[src/rtl/mips_pkg.sv]
// Shared fetch-side types and default address constants for the PC sequencer.
package mips_pkg;

    typedef enum logic [1:0] {
        BOOT,
        FETCH,
        HOLD
    } state_t;

    // Encoding order doubles as redirect priority: a larger value wins.
    typedef enum logic [1:0] {
        NONE,
        BRANCH,
        JUMP,
        EXC
    } redirect_t;

    localparam logic [31:0] DEFAULT_RESET_PC   = 32'h0000_0000;
    localparam logic [31:0] DEFAULT_EXC_VECTOR = 32'h8000_0180;

endpackage

[src/rtl/pc_target_calc.sv]
// Purpose: derive pc+4, branch target and jump target from pc and instruction fields.
// Latency: purely combinational, zero cycles.
// Backpressure: none; outputs follow inputs every cycle.
module pc_target_calc (
    input  logic [31:0] pc,
    input  logic [25:0] instr,
    output logic [31:0] pcplus4,
    output logic [31:0] branch_target,
    output logic [31:0] jump_target
);

    logic [31:0] br_offset;

    always_comb begin
        pcplus4       = pc + 32'd4;
        br_offset     = {{14{instr[15]}}, instr[15:0], 2'b00};
        branch_target = pcplus4 + br_offset;
        jump_target   = {pcplus4[31:28], instr[25:0], 2'b00};
    end

endmodule

[src/rtl/pc_sequencer.sv]
// Purpose: owns the fetch PC, advances/redirects it and flushes on redirect; PC_SEQ_EXC_EN adds exceptions.
// Latency: accepted redirect lands on pc one edge later, with flush high for that one cycle.
// Backpressure: stall or !imem_ready holds pc; a blocked redirect waits in HOLD (exc ignores both).
module pc_sequencer
    import mips_pkg::*;
#(
`ifdef PC_SEQ_EXC_EN
    parameter logic [31:0] EXC_VECTOR = DEFAULT_EXC_VECTOR,
`endif
    parameter logic [31:0] RESET_PC   = DEFAULT_RESET_PC
) (
    input  logic        clk,
    input  logic        reset,
    input  logic        stall,
    input  logic        imem_ready,
    input  logic        pcsrc,
    input  logic        jump,
    input  logic [25:0] instr,
`ifdef PC_SEQ_EXC_EN
    input  logic        exc,
    output logic [31:0] epc,
`endif
    output logic [31:0] pc,
    output logic        imem_req,
    output logic        flush
);

    state_t      state;
    redirect_t   pend_kind;
    logic [31:0] pend_target;

    redirect_t   req_kind;
    logic [31:0] req_target;
    redirect_t   sel_kind;
    logic [31:0] sel_target;

    logic [31:0] pcplus4;
    logic [31:0] branch_target;
    logic [31:0] jump_target;
    logic        advance;

    pc_target_calc u_target_calc (
        .pc            (pc),
        .instr         (instr),
        .pcplus4       (pcplus4),
        .branch_target (branch_target),
        .jump_target   (jump_target)
    );

    assign advance = imem_ready && !stall;

    // Later assignments override earlier ones, giving exc > jump > pcsrc.
    always_comb begin
        req_kind   = NONE;
        req_target = pcplus4;
        if (pcsrc) begin
            req_kind   = BRANCH;
            req_target = branch_target;
        end
        if (jump) begin
            req_kind   = JUMP;
            req_target = jump_target;
        end
`ifdef PC_SEQ_EXC_EN
        if (exc) begin
            req_kind   = EXC;
            req_target = EXC_VECTOR;
        end
`endif
    end

    // pend_kind is always NONE in FETCH, so this merge is a pass-through there.
    always_comb begin
        sel_kind   = pend_kind;
        sel_target = pend_target;
        if (req_kind > pend_kind) begin
            sel_kind   = req_kind;
            sel_target = req_target;
        end
    end

    always_ff @(posedge clk) begin
        if (reset) begin
            state       <= BOOT;
            pc          <= RESET_PC;
            imem_req    <= 1'b0;
            flush       <= 1'b0;
            pend_kind   <= NONE;
            pend_target <= '0;
`ifdef PC_SEQ_EXC_EN
            epc         <= '0;
`endif
        end else begin
            flush <= 1'b0;
            case (state)
                BOOT: begin
                    state    <= FETCH;
                    imem_req <= 1'b1;
                end
                FETCH, HOLD: begin
`ifdef PC_SEQ_EXC_EN
                    if (sel_kind == EXC) begin
                        pc        <= sel_target;
                        epc       <= pc;
                        flush     <= 1'b1;
                        pend_kind <= NONE;
                        state     <= FETCH;
                    end else
`endif
                    if (advance) begin
                        if (sel_kind != NONE) begin
                            pc    <= sel_target;
                            flush <= 1'b1;
                        end else begin
                            pc <= pcplus4;
                        end
                        pend_kind <= NONE;
                        state     <= FETCH;
                    end else if (sel_kind != NONE) begin
                        pend_kind   <= sel_kind;
                        pend_target <= sel_target;
                        state       <= HOLD;
                    end
                end
                default: begin
                    state    <= BOOT;
                    imem_req <= 1'b0;
                end
            endcase
        end
    end

endmodule

[config.mk]
export PLATFORM = sky130hd
export DESIGN_NAME = pc_sequencer
export DESIGN_NICKNAME = d
export VERILOG_FILES = /design/src/rtl/mips_pkg.sv /design/src/rtl/pc_target_calc.sv /design/src/rtl/pc_sequencer.sv
export SDC_FILE = /design/constraint.sdc
export NUM_CORES = 1
export LEC_CHECK = 0
export ABC_AREA = 1
export BUFFER_PORTS_ARGS = -buffer_cell sky130_fd_sc_hd__buf_2
export CAP_MARGIN = 0
export CORE_MARGIN = 3
export CORE_UTILIZATION = 50
export DETAILED_ROUTE_END_ITERATION = 8
export PLACE_DENSITY = 0.69
export RECOVER_POWER = 50
export SYNTH_ARGS = -nofsm -noshare
export SYNTH_HDL_FRONTEND = slang
export SYNTH_SLANG_ARGS = --single-unit
[constraint.sdc]
create_clock -name clk -period 8.13 [get_ports clk]
set_clock_uncertainty 0.2 [all_clocks]
set_input_delay 0.4065 -clock clk [delete_from_list [all_inputs] [get_ports clk]]
set_output_delay 0.4065 -clock clk [all_outputs]
set_load 0.005 [all_outputs]
# Word level (Yosys, flattened, before mapping)

Index checks and enable logic that the tools add are counted.
W data, S select, Z words.

Bits in registers: 70
Word-level logic and storage cells: 38

$add $sub $neg: 2
$lt $le $gt $ge: 1
Equality and inequality tests: 3
Muxes and demuxes: 14
Bitwise logic cells: 2
Reduce and logical (&&, ||, !) cells: 10

Operators with widths:

| kind                    | count |
|---|---|
| $mux W32                | 4 |
| $add A32 B3 Y32 const B | 1 |
| $add A32 B32 Y32        | 1 |
| $mux W2                 | 6 |
| $pmux W2 S2             | 1 |
| $reduce_and A2 Y1       | 2 |
| $reduce_bool A2 Y1      | 2 |
| $ne A3 B3 Y1 const B    | 1 |
| $reduce_and A3 Y1       | 1 |
| $reduce_or A3 Y1        | 1 |
| $eq A2 B1 Y1 const B    | 1 |
| $eq A2 B2 Y1 const B    | 1 |
| $gt A2 B2 Y1            | 1 |
| $logic_not A2 Y1        | 1 |
| $mux W1                 | 2 |
| $not A1 Y1              | 2 |
| $pmux W1 S2             | 1 |
| $reduce_or A2 Y1        | 1 |
| $logic_and A1 B1 Y1     | 1 |
| $logic_not A1 Y1        | 1 |

# Logic depth before layout (Yosys ltp)

Gate-level depths: netlist (run 1).

Depth after elaboration: 8
Gate-level depth with buffers: 26
Gate-level depth less buffers: 26

# Hierarchy

A second synthesis (run 1) with hierarchy kept.

Cell total of the unflattened synthesis: 1,277
Area, all modules: 7,398.3 um^2

By module, submodules not included:

| module         | instances | cells each | area an instance (um^2) |
|---|---|---|---|
| pc_sequencer   | 1         | 703        | 4,306.6 |
| pc_target_calc | 1         | 574        | 3,091.7 |

# Least setup slack after synthesis (run 1)

OpenSTA, ideal clock, no wires.

Kind: register -> register
Start point: reg pc[2]
End point: reg pend_target[21]
Library setup time: 0.114 ns
Data arrival time: 2.852 ns
Data required time: 7.816 ns
Setup slack: 4.964 ns
Cell stages (with the launch flop): 22
Period minus slack after synthesis: 3.166 ns
Cells stage by stage: dfxtp_1 > ha_1 > inv_1 > nor3_4 > nand3b_1 > nor3_2 > xor2_1 > inv_1 > ha_1 > nand2_1 > nor2_1 > inv_1 > nor2_1 > nand4_1 > nand3_1 > nand2_1 > nand3_1 > nand3_1 > nand2_1 > nand2_1 > o21bai_1 > inv_1

Longest elaborated chain between the ends: 5

Ends and longest elaborated chain:

| what                   | RTL line             | source |
|---|---|---|
| start, declared        | pc_sequencer.sv:23   | `output logic [31:0] pc,` |
| start signal, assigned | pc_sequencer.sv:112  | `pc <= sel_target;` |
| start signal, assigned | pc_sequencer.sv:115  | `pc <= pcplus4;` |
| $add A32 B3 Y32 (*)    | pc_target_calc.sv:15 | `pcplus4 = pc + 32'd4;` |
| $add A32 B32 Y32       | pc_target_calc.sv:17 | `branch_target = pcplus4 + br_offset;` |
| $mux W32 (*)           | pc_sequencer.sv:56   | `if (pcsrc) begin` |
| $mux W32 (*)           | pc_sequencer.sv:60   | `if (jump) begin` |
| $mux W32 (*)           | pc_sequencer.sv:76   | `if (req_kind > pend_kind) begin` |
| end signal, assigned   | pc_sequencer.sv:121  | `pend_target <= sel_target;` |
| end, declared          | pc_sequencer.sv:30   | `logic [31:0] pend_target;` |

Mark *: on every way between the ends. The rest lies on a longest branch, timed or not.
A chain may end at the register's enable or synchronous reset.

# Final worst setup path (run 1)

Start point: in jump
End point: reg pc[2]

Longest elaborated chain between the ends: 5

Ends and longest elaborated chain:

| what               | RTL line            | source |
|---|---|---|
| start, declared    | pc_sequencer.sv:17  | `input logic jump,` |
| $mux W2            | pc_sequencer.sv:60  |  |
| $gt A2 B2 Y1       | pc_sequencer.sv:76  |  |
| $mux W2            | pc_sequencer.sv:76  |  |
| $reduce_bool A2 Y1 | pc_sequencer.sv:111 | `if (sel_kind != NONE) begin` |
| $mux W32 (*)       | pc_sequencer.sv:111 |  |

Marked as above.

==> results of run 1 <==
[synth_stat cells, drive strengths merged (14+ instances only)]
cell and count:
a21oi 118, buf 18, clkbuf 20, dfxtp 70
ha 42, inv 179, nand2 367, nand3 71
nor2 106, nor3 15, o211ai 14, o21ai 79
o21bai 18
[registers in the layout, indices dropped and copies added (netlist names)]
register,count
pend_target,32
pend_kind,2
flush,1
imem_req,1
state,2
pc,32
[power breakdown]
part / total, mW / internal (mW) / switching [mW]
clock: 0.380 / 0.231 / 0.150
combinational: 0.551 / 0.181 / 0.371
sequential: 0.442 / 0.399 / 0.0433
total: 1.37 / 0.810 / 0.564
[worst min-delay path: stages, from the launching register on]
cell     delay (ns)
dfxtp_1        0.31
nand2_1        0.06
a21oi_1        0.05
[per-layer routing]
metal | up-vias | track usage (%)
li1 | 3866 | -
met1 | 3484 | 38.2
met2 | 291 | 49.3
met3 | 57 | 6.08
met4 | 0 | 12.9
met5 | - | 0
[final timing paths]
path	to	slack, ns	cells after the start
max	pc[2]$_SDFFE_PP0P_	2.35	17
min	pend_kind[1]$_SDFFE_PP0P_	0.26	2
max reg2reg	pc[21]$_SDFFE_PP0P_	3.88	21
min reg2reg	pend_kind[1]$_SDFFE_PP0P_	0.26	2
[kinds of logic after synthesis]
family | share of synthesized area, %
buf+inv | 13.3
simple gates | 36.2
compound gates | 19.6
xor+xnor | 2.75
fa+ha+maj | 7.90
flops | 20.3
[cell type report]
| type | instances | area [um^2] |
|---|---|---|
| multi-input cells | 892 | 4580 |
| well taps | 176 | 220 |
| clock buffers | 13 | 270 |
| flip-flops and latches | 70 | 1400 |
| inverters | 179 | 672 |
| fillers | 1434 | 5880 |
| clock inverters | 3 | 17.5 |
| repair buffers | 68 | 313 |
[stage by stage]
stage | util (%) | total power [mW] | hold slack (ns)
after floorplan | - | 0.854 | 0.239
final | 56.0 | 1.37 | 0.264
after detailed placement | 54.2 | 0.992 | 0.255
after global routing | 56.0 | 1.47 | 0.286
after CTS | 56.3 | 1.37 | 0.264
after global placement | 54.2 | 0.987 | 0.252
==> impl_metrics.toml, run 1 <==
[status]
status = "finished with violations"
violations = "capacitance limit, slew limit"

[clock_tree]
h-tree-depth = 3
cts.sinks = 70
clkLatencyLatePin_ns = 0.34
cts_tree = "done"
post_cts_buffers = 0
cts_buffer_depth = 2
cts-hold-fix-buffers = 0
clockRootBuffer = "clkbuf_16"
path_clk_slew_ns = 0.06
cts-resized-gates = 0
cts_made_buffers = 9

[drt]
top_layer_used = "met4"
drc_errors = 0
vias = 7698
wl_met1_um = 9710
dr.pass1.iters = 6
routed-wl-met3_um = 1570
met2WireLength_um = 10500
drtIter0Drc = 763
post_drt_wl_per_cell_um = 16.2
routed_wl_um = 22700
antenna_left = 0
via_per_inst = 5.49

[setup_path]
critPathTopFamily = "buffers and inverters"
crit_required_ns = 8.16
critPathKind = "in -> reg"
worstPathArrival_ns = 5.81
r2r_start = "pc[2]$_SDFFE_PP0P_"
cp_cell_sequence = "buf_2 > nor2_1 > inv_2 > ha_1 > inv_1 > o21ai_0 > buf_4 > nor2_1 > a21oi_1 > inv_2 > nor2_2 > buf_4 > inv_2 > o211ai_1 > o21ai_0 > o21ai_0 > inv_1"
start_kind = "input port"
critical-path-slowest-cell = "nor2_1"
slowest_delay_ns = 1.18
worst-path-buf-inv = 8
crit_path_start = "jump"
worst_setup_path_end_kind = "flip-flop"
cp_max_fo = 36

[logic_synthesis]
syn-num-nets = 1254
yosys.area.top_type = "dfxtp_1"
ys_warn_count = 0
synth.avg_cell_area_um2 = 5.86
syn_area_mm2 = 0.00690
yosys_register_bits = 70
async_flop_share_pct = 0
synthDistinctLibCells = 49
synth_top_area_share_pct = 20.3
synthFlopType = "dfxtp_1"
syn_inst = 1179
synth_edf_count = 0
yosysSeqAreaShare_pct = 20.3
ys_top_cells_by_area = "dfxtp_1 (20%), nand2_1 (19%), inv_1 (9.4%)"

[global_routing]
grt_util_all_layers_pct = 30.0
grt_start_max_net_pins = 52
grt.overflow.total = 0
grt_pass1_wl_um = 35200
antenna_found_initial = 0
first_global_vias = 6907

[placed_design]
port_buffers = 65
post_dp_cell_area_mm2 = 0.00723
dp.cells = 1385
dp_slack_ns = 3.69
dp_hpwl_um = 17600
place.gp.congestion = 1.03

[timing]
fmax_mhz = 173
tightest_slew_ns = 1.79
finalSetupTns_ns = 0
finalHoldViolations = 0
relSlewSlack_pct = -19.3
final.setup.worst_slack_ns = 2.35
rsz0062_at_grt = "false"
post-route-period-util_pct = 71.0
setup_viol = 0
drv_slew = 52
period_needed_ns = 5.78

[min_path]
hold_path_class = "reg -> reg"
min_from = "pend_kind[1]$_SDFFE_PP0P_"

[floorplanning]
pin_count = 66
chipWidth_um = 124
num_rows = 42
core-area_mm2 = 0.0133
fp.dieH_um = 124
die-area_mm2 = 0.0153
start_util_pct = 51.7

[pwr]
power.density_mw_per_mm2 = 184
p_leak_nw = 3.78
ir_drop_mv = 0.132

[final_layout]
drive_gt1_share_pct = 8.41
mostFrequentLayoutCells = "nand2_1 (357), inv_1 (172), a21oi_1 (116)"
nets = 1295
area_growth_pct = 8.21
n_antenna_cell = 0
postLayoutCellArea_mm2 = 0.00747
layout_commonest_cell = "nand2_1"
final_cells = 1401

[flow_run]
maxCapViolCount = 2
No activity file was read; power rests on OpenSTA's default activity.
==> run 2, diff against run 1 <==
--- a/config.mk
+++ b/config.mk
@@ -11,7 +11,7 @@
 export CORE_MARGIN = 3
 export CORE_UTILIZATION = 50
 export DETAILED_ROUTE_END_ITERATION = 8
-export PLACE_DENSITY = 0.69
+export PLACE_DENSITY = 0.72
 export RECOVER_POWER = 50
 export SYNTH_ARGS = -nofsm -noshare
 export SYNTH_HDL_FRONTEND = slang
==> constraint.sdc (replaced) <==
create_clock -name clk -period 4.7 [get_ports clk]
set_clock_uncertainty 0.2 [all_clocks]
set_input_delay 0.235 -clock clk [delete_from_list [all_inputs] [get_ports clk]]
set_output_delay 0.235 -clock clk [all_outputs]
set_load 0.005 [all_outputs]
==> impl_metrics.toml, run 2 (same netlist as run 1, synthesis figures left out) <==
[drt]
antenna_left = 0
dr.pass1.iters = 6
drc_errors = 0
drtIter0Drc = 791
vias = 7794
routed_wl_um = 23300
via_per_inst = 5.54
post_drt_wl_per_cell_um = 16.5

[global_routing]
grt_pass1_wl_um = 35900
antenna_found_initial = 0
first_global_vias = 6900
grt_start_max_net_pins = 39
grt_util_all_layers_pct = 30.5
grt.overflow.total = 0

[clock_tree]
cts_tree = "done"
post_cts_buffers = 0
cts-hold-fix-buffers = 0
clkLatencyLatePin_ns = 0.33
cts_made_buffers = 9
cts_buffer_depth = 2
cts.sinks = 70
path_clk_slew_ns = 0.06
h-tree-depth = 3
cts-resized-gates = 0
clockRootBuffer = "clkbuf_16"

[setup_path]
start_kind = "input port"
worst_setup_path_end_kind = "flip-flop"
critPathKind = "in -> reg"
worstPathArrival_ns = 4.07
crit_required_ns = 4.63
cp_max_fo = 36
reg2regPathDepth = 21

[floorplanning]
pin_count = 66
die-area_mm2 = 0.0153
fp.dieH_um = 124
chipWidth_um = 124
num_rows = 42
start_util_pct = 51.7
core-area_mm2 = 0.0133

[timing]
finalHoldViolations = 0
drv_slew = 34
rsz0062_at_grt = "false"
finalSetupTns_ns = 0
tightest_slew_ns = 1.74
period_needed_ns = 4.14
post-route-period-util_pct = 88.2
final.setup.worst_slack_ns = 0.556
setup_viol = 0
relSlewSlack_pct = -16.0
fmax_mhz = 241

[placed_design]
place.gp.congestion = 1.05
port_buffers = 65
dp_hpwl_um = 17900
dp_slack_ns = 0.847

[final_layout]
layout_commonest_cell = "nand2_1"
nets = 1301
drive_gt1_share_pct = 8.37
n_fill_cell = 1430
area_growth_pct = 9.60
largest_registers = "pc (32), pend_target (32)"
n_antenna_cell = 0
mostFrequentLayoutCells = "nand2_1 (358), inv_1 (175), a21oi_1 (116)"

[min_path]
min_path_cells = 5
hold_path_class = "in -> reg"

[status]
status = "finished with violations"
violations = "capacitance limit, slew limit"

[pwr]
power.density_mw_per_mm2 = 331
ir_drop_mv = 0.405
p_total_mw = 2.51
p_leak_nw = 3.81

[flow_run]
maxCapViolCount = 1
## run 2: cell count changes in the layout (fill, tap and decap cells not counted), moves of 2 or more
| cell | change |
|---|---|
| buf_2 | -3 |
| buf_4 | +5 |
| bufinv_16 | +2 |
| clkbuf_1 | +4 |
| inv_1 | +3 |
| inv_2 | -4 |
| nor2_1 | -2 |
| o21ai_1 | -2 |
## run 2: cell type report
class / instances / area (um^2) / share of cell area, %
Inverter: 179 / 672 / 8.88
Timing Repair Buffer: 74 / 350 / 4.63
Sequential cell: 70 / 1400 / 18.5
Tap cell: 176 / 220 / 2.91
Clock buffer: 13 / 270 / 3.57
Clock inverter: 3 / 65.1 / 0.860
Multi-Input combinational cell: 892 / 4590 / 60.6
## run 2: layer usage
layer / vias up / part of all wire, % / global-route usage [%]
met4: 0 / 4.1 / 12.0
met1: 3522 / 42 / 40.1
li1: 3875 / - / -
met5: - / 0 / 0
met3: 61 / 7.1 / 4.30
met2: 336 / 47 / 50.6
## run 2: critical path, cell delays in order
cell and delay (ns):
buf_2 0.18, inv_1 0.22, nor2_4 0.14, inv_1 0.26, ha_1 0.38, inv_1 0.04, o21ai_2 0.18, clkbuf_1 0.61
a21oi_1 0.16, clkinv_1 0.09, nor2_2 0.03, buf_4 0.18, inv_1 0.86, o21ai_0 0.29, nand2_1 0.12, a21oi_1 0.07
## run 2: worst paths after layout
check	start	endpoint	slack (ns)
worst max-delay path	pcsrc	pend_kind[1]$_SDFFE_PP0P_	0.56
worst min-delay path	instr[6]	pend_target[8]$_SDFFE_PP0P_	0.14
worst max register to register	pc[2]$_SDFFE_PP0P_	pc[21]$_SDFFE_PP0P_	0.66
worst min register to register	pend_target[13]$_SDFFE_PP0P_	pend_target[13]$_SDFFE_PP0P_	0.27
## run 2: stage by stage
step                hold WS (ns)  utilization [%]  instance area [um^2]  instances
finish                     0.141             56.7                  7570       1407
detailed placement         0.257             54.5                  7280       1391
CTS                        0.140             57.0                  7610       1407
floorplan                  0.239                -                  6900       1179
global placement           0.252             54.5                  7280       1391
global route               0.191             56.7                  7570       1407
## run 2: report_power, final
part | switching, mW | internal (mW) | leakage (nW)
registers | 0.0760 | 0.690 | 0.571
logic | 0.652 | 0.323 | 3.08
clock network | 0.259 | 0.508 | 0.166
total | 0.987 | 1.52 | 3.81
==> run 3, diff against run 2 <==
==> constraint.sdc (replaced) <==
create_clock -name clk -period 3.6 [get_ports clk]
set_clock_uncertainty 0.2 [all_clocks]
set_input_delay 0.18 -clock clk [delete_from_list [all_inputs] [get_ports clk]]
set_output_delay 0.18 -clock clk [all_outputs]
set_load 0.005 [all_outputs]
==> impl_metrics.toml, run 3 (same netlist as run 1, synthesis figures left out) <==
[timing]
fmax_mhz = 286
finalSetupTns_ns = 0
post-route-period-util_pct = 97.1
whs_ns = 0.0764
relSlewSlack_pct = 14.3
tightest_slew_ns = 1.28
period_needed_ns = 3.50
setup_viol = 0
drv_slew = 0
finalHoldViolations = 0
rsz0062_at_grt = "true"

[final_layout]
drive_gt1_share_pct = 18.5
area.sequential_mm2 = 0.00142
multi_input_area_mm2 = 0.00489
nets = 1335
postLayoutCellArea_mm2 = 0.00811
area_growth_pct = 17.5
n_fill_cell = 1365
utilization_pct = 60.8
layout_commonest_cell = "nand2_1"
n_antenna_cell = 0
largest_registers = "pc (32), pend_target (32)"
mostFrequentLayoutCells = "nand2_1 (348), inv_1 (171), a21oi_1 (104)"

[floorplanning]
num_rows = 42
chipWidth_um = 124
start_util_pct = 51.7
pin_count = 66
fp.dieH_um = 124
core-area_mm2 = 0.0133
die-area_mm2 = 0.0153

[min_path]
min_from = "instr[24]"
hold_path_class = "in -> reg"
min_to = "pend_target[26]$_SDFFE_PP0P_"
min_path_cells = 5

[global_routing]
antenna_found_initial = 0
grt_pass1_wl_um = 36300
grt.overflow.total = 0
first_global_vias = 7182
grt_start_max_net_pins = 51
grt_util_all_layers_pct = 30.8

[setup_path]
critical-path-slowest-cell = "dfxtp_1"
reg2regPathDepth = 20
critPathMostFrequentCell = "nand2_2"
worst_setup_path_end_kind = "flip-flop"
worstPathArrival_ns = 3.50
cp_cell_sequence = "nand2_2 > nor2_4 > nand2_2 > nor3_4 > xor2_2 > inv_1 > ha_2 > nand2_1 > nor2_1 > inv_1 > nor2_1 > nand2_1 > nand2_2 > a21oi_1 > o21ai_0 > nand3_1 > nand2_2 > nand3_1 > nand2_1 > a21oi_1"
worst_r2r_endpoint = "pc[15]$_SDFFE_PP0P_"
critPathKind = "reg -> reg"
critPathTopFamily = "simple AND/OR/NAND/NOR gates"
cp_max_fo = 5
cp.depth = 20
r2r_start = "pc[8]$_SDFFE_PP0P_"
crit_required_ns = 3.61
start_kind = "flip-flop"
worst-path-buf-inv = 2
timing.reg2reg.setup_slack_ns = 0.10
slowest_delay_ns = 0.43

[clock_tree]
h-tree-depth = 3
cts_made_buffers = 9
path_clk_slew_ns = 0.06
clkLatencyLatePin_ns = 0.34
clockRootBuffer = "clkbuf_16"
cts_buffer_depth = 2
cts.sinks = 70
cts_tree = "done"

[pwr]
seqPwrFrac_pct = 30.8
p_int_mw = 1.89
ir_drop_mv = 0.372
pwr-share-comb_pct = 43.4
p_total_mw = 3.21
p_switching_mw = 1.32
clkPwrFrac_pct = 25.8
swShare_pct = 41.2
p_leak_nw = 4.12
power.density_mw_per_mm2 = 395

[drt]
antenna_left = 0
dr.pass1.iters = 5
post_drt_wl_per_cell_um = 16.7
drc_errors = 0
wl_met1_um = 9870
routed_wl_um = 24000
top_layer_used = "met4"
via_per_inst = 5.63
met2WireLength_um = 10700
routed-wl-met3_um = 1830
vias = 8109
drtIter0Drc = 846

[flow_run]
maxCapViolCount = 0

[placed_design]
port_buffers = 65
dp_hpwl_um = 18000
post_dp_cell_area_mm2 = 0.00751
place.gp.congestion = 1.04

[status]
status = "finished, final reports clean"
## run 3: changes by cell type in the layout (fill, tap and decap cells not counted), moves of 8 or more
cell      previous run  this run
nor2_1              94        83
buf_2               34        61
nand2_1            358       348
dfxtp_2              0         8
ha_1                42        33
buf_4                8        43
dfxtp_1             70        61
a21oi_1            116       104
clkbuf_1            33         7
nand2_2              7        16
a21oi_2              2        14
## run 3: final cells by class
class | instances | area share, %
Tap cell | 176 | 2.71
Sequential cell | 70 | 17.4
Timing Repair Buffer | 108 | 7.93
Clock inverter | 1 | 0.0617
Inverter | 179 | 8.28
Multi-Input combinational cell | 892 | 60.3
Clock buffer | 14 | 3.25
## run 3: worst max-delay path by stage
| stage | startpoint | end | slack [ns] |
|---|---|---|---|
| final | pc[8]$_SDFFE_PP0P_ | pc[15]$_SDFFE_PP0P_ | 0.10 |
| after global routing | pc[8]$_SDFFE_PP0P_ | pc[15]$_SDFFE_PP0P_ | -0.06 |
| after CTS | pc[10]$_SDFFE_PP0P_ | pc[28]$_SDFFE_PP0P_ | 0.02 |
| after detailed placement | pc[10]$_SDFFE_PP0P_ | pc[28]$_SDFFE_PP0P_ | 0.01 |
| after global placement | pc[10]$_SDFFE_PP0P_ | pc[16]$_SDFFE_PP0P_ | 0.02 |
| after floorplan | pc[2]$_SDFFE_PP0P_ | pend_target[21]$_SDFFE_PP0P_ | 0.43 |
## run 3: what timing repair did
item                       CTS  global route
pin swaps                    0             3
gates resized for setup      1            80
buffers inserted             0             3
setup endpoints to repair    4            37
hold buffers                 0             0
## run 3: power by group through the flow
stage                     combinational (mW)  clock, mW  sequential [mW]
after floorplan                        0.940          0            0.988
after global placement                  1.30          0            0.991
after detailed placement                1.31          0            0.996
after CTS                               1.32      0.840            0.981
after global routing                    1.54      0.866             1.00
final                                   1.39      0.828            0.987
## run 3: metal layers
metal	GRT usage, %	vias up
met5	0	-
met4	19.0	0
met3	4.53	86
met2	48.7	417
met1	39.6	3666
li1	-	3940
## run 3: worst reg2reg max path: stages, from the launching register on
cell and delay (ns):
dfxtp_1 0.43, nand2_2 0.14, nor2_4 0.17, nand2_2 0.10
nor3_4 0.23, xor2_2 0.20, inv_1 0.12, ha_2 0.40
nand2_1 0.09, nor2_1 0.14, inv_1 0.10, nor2_1 0.09
nand2_1 0.07, nand2_2 0.16, a21oi_1 0.09, o21ai_0 0.09
nand3_1 0.11, nand2_2 0.13, nand3_1 0.11, nand2_1 0.11
a21oi_1 0.07
## run 3: through the flow
step	setup WS [ns]	std cells
final	0.103	1440
after floorplan	0.434	1179
after detailed placement	0.0114	1422
after global routing	-0.0613	1440
after CTS	0.0238	1437
after global placement	0.0155	1422
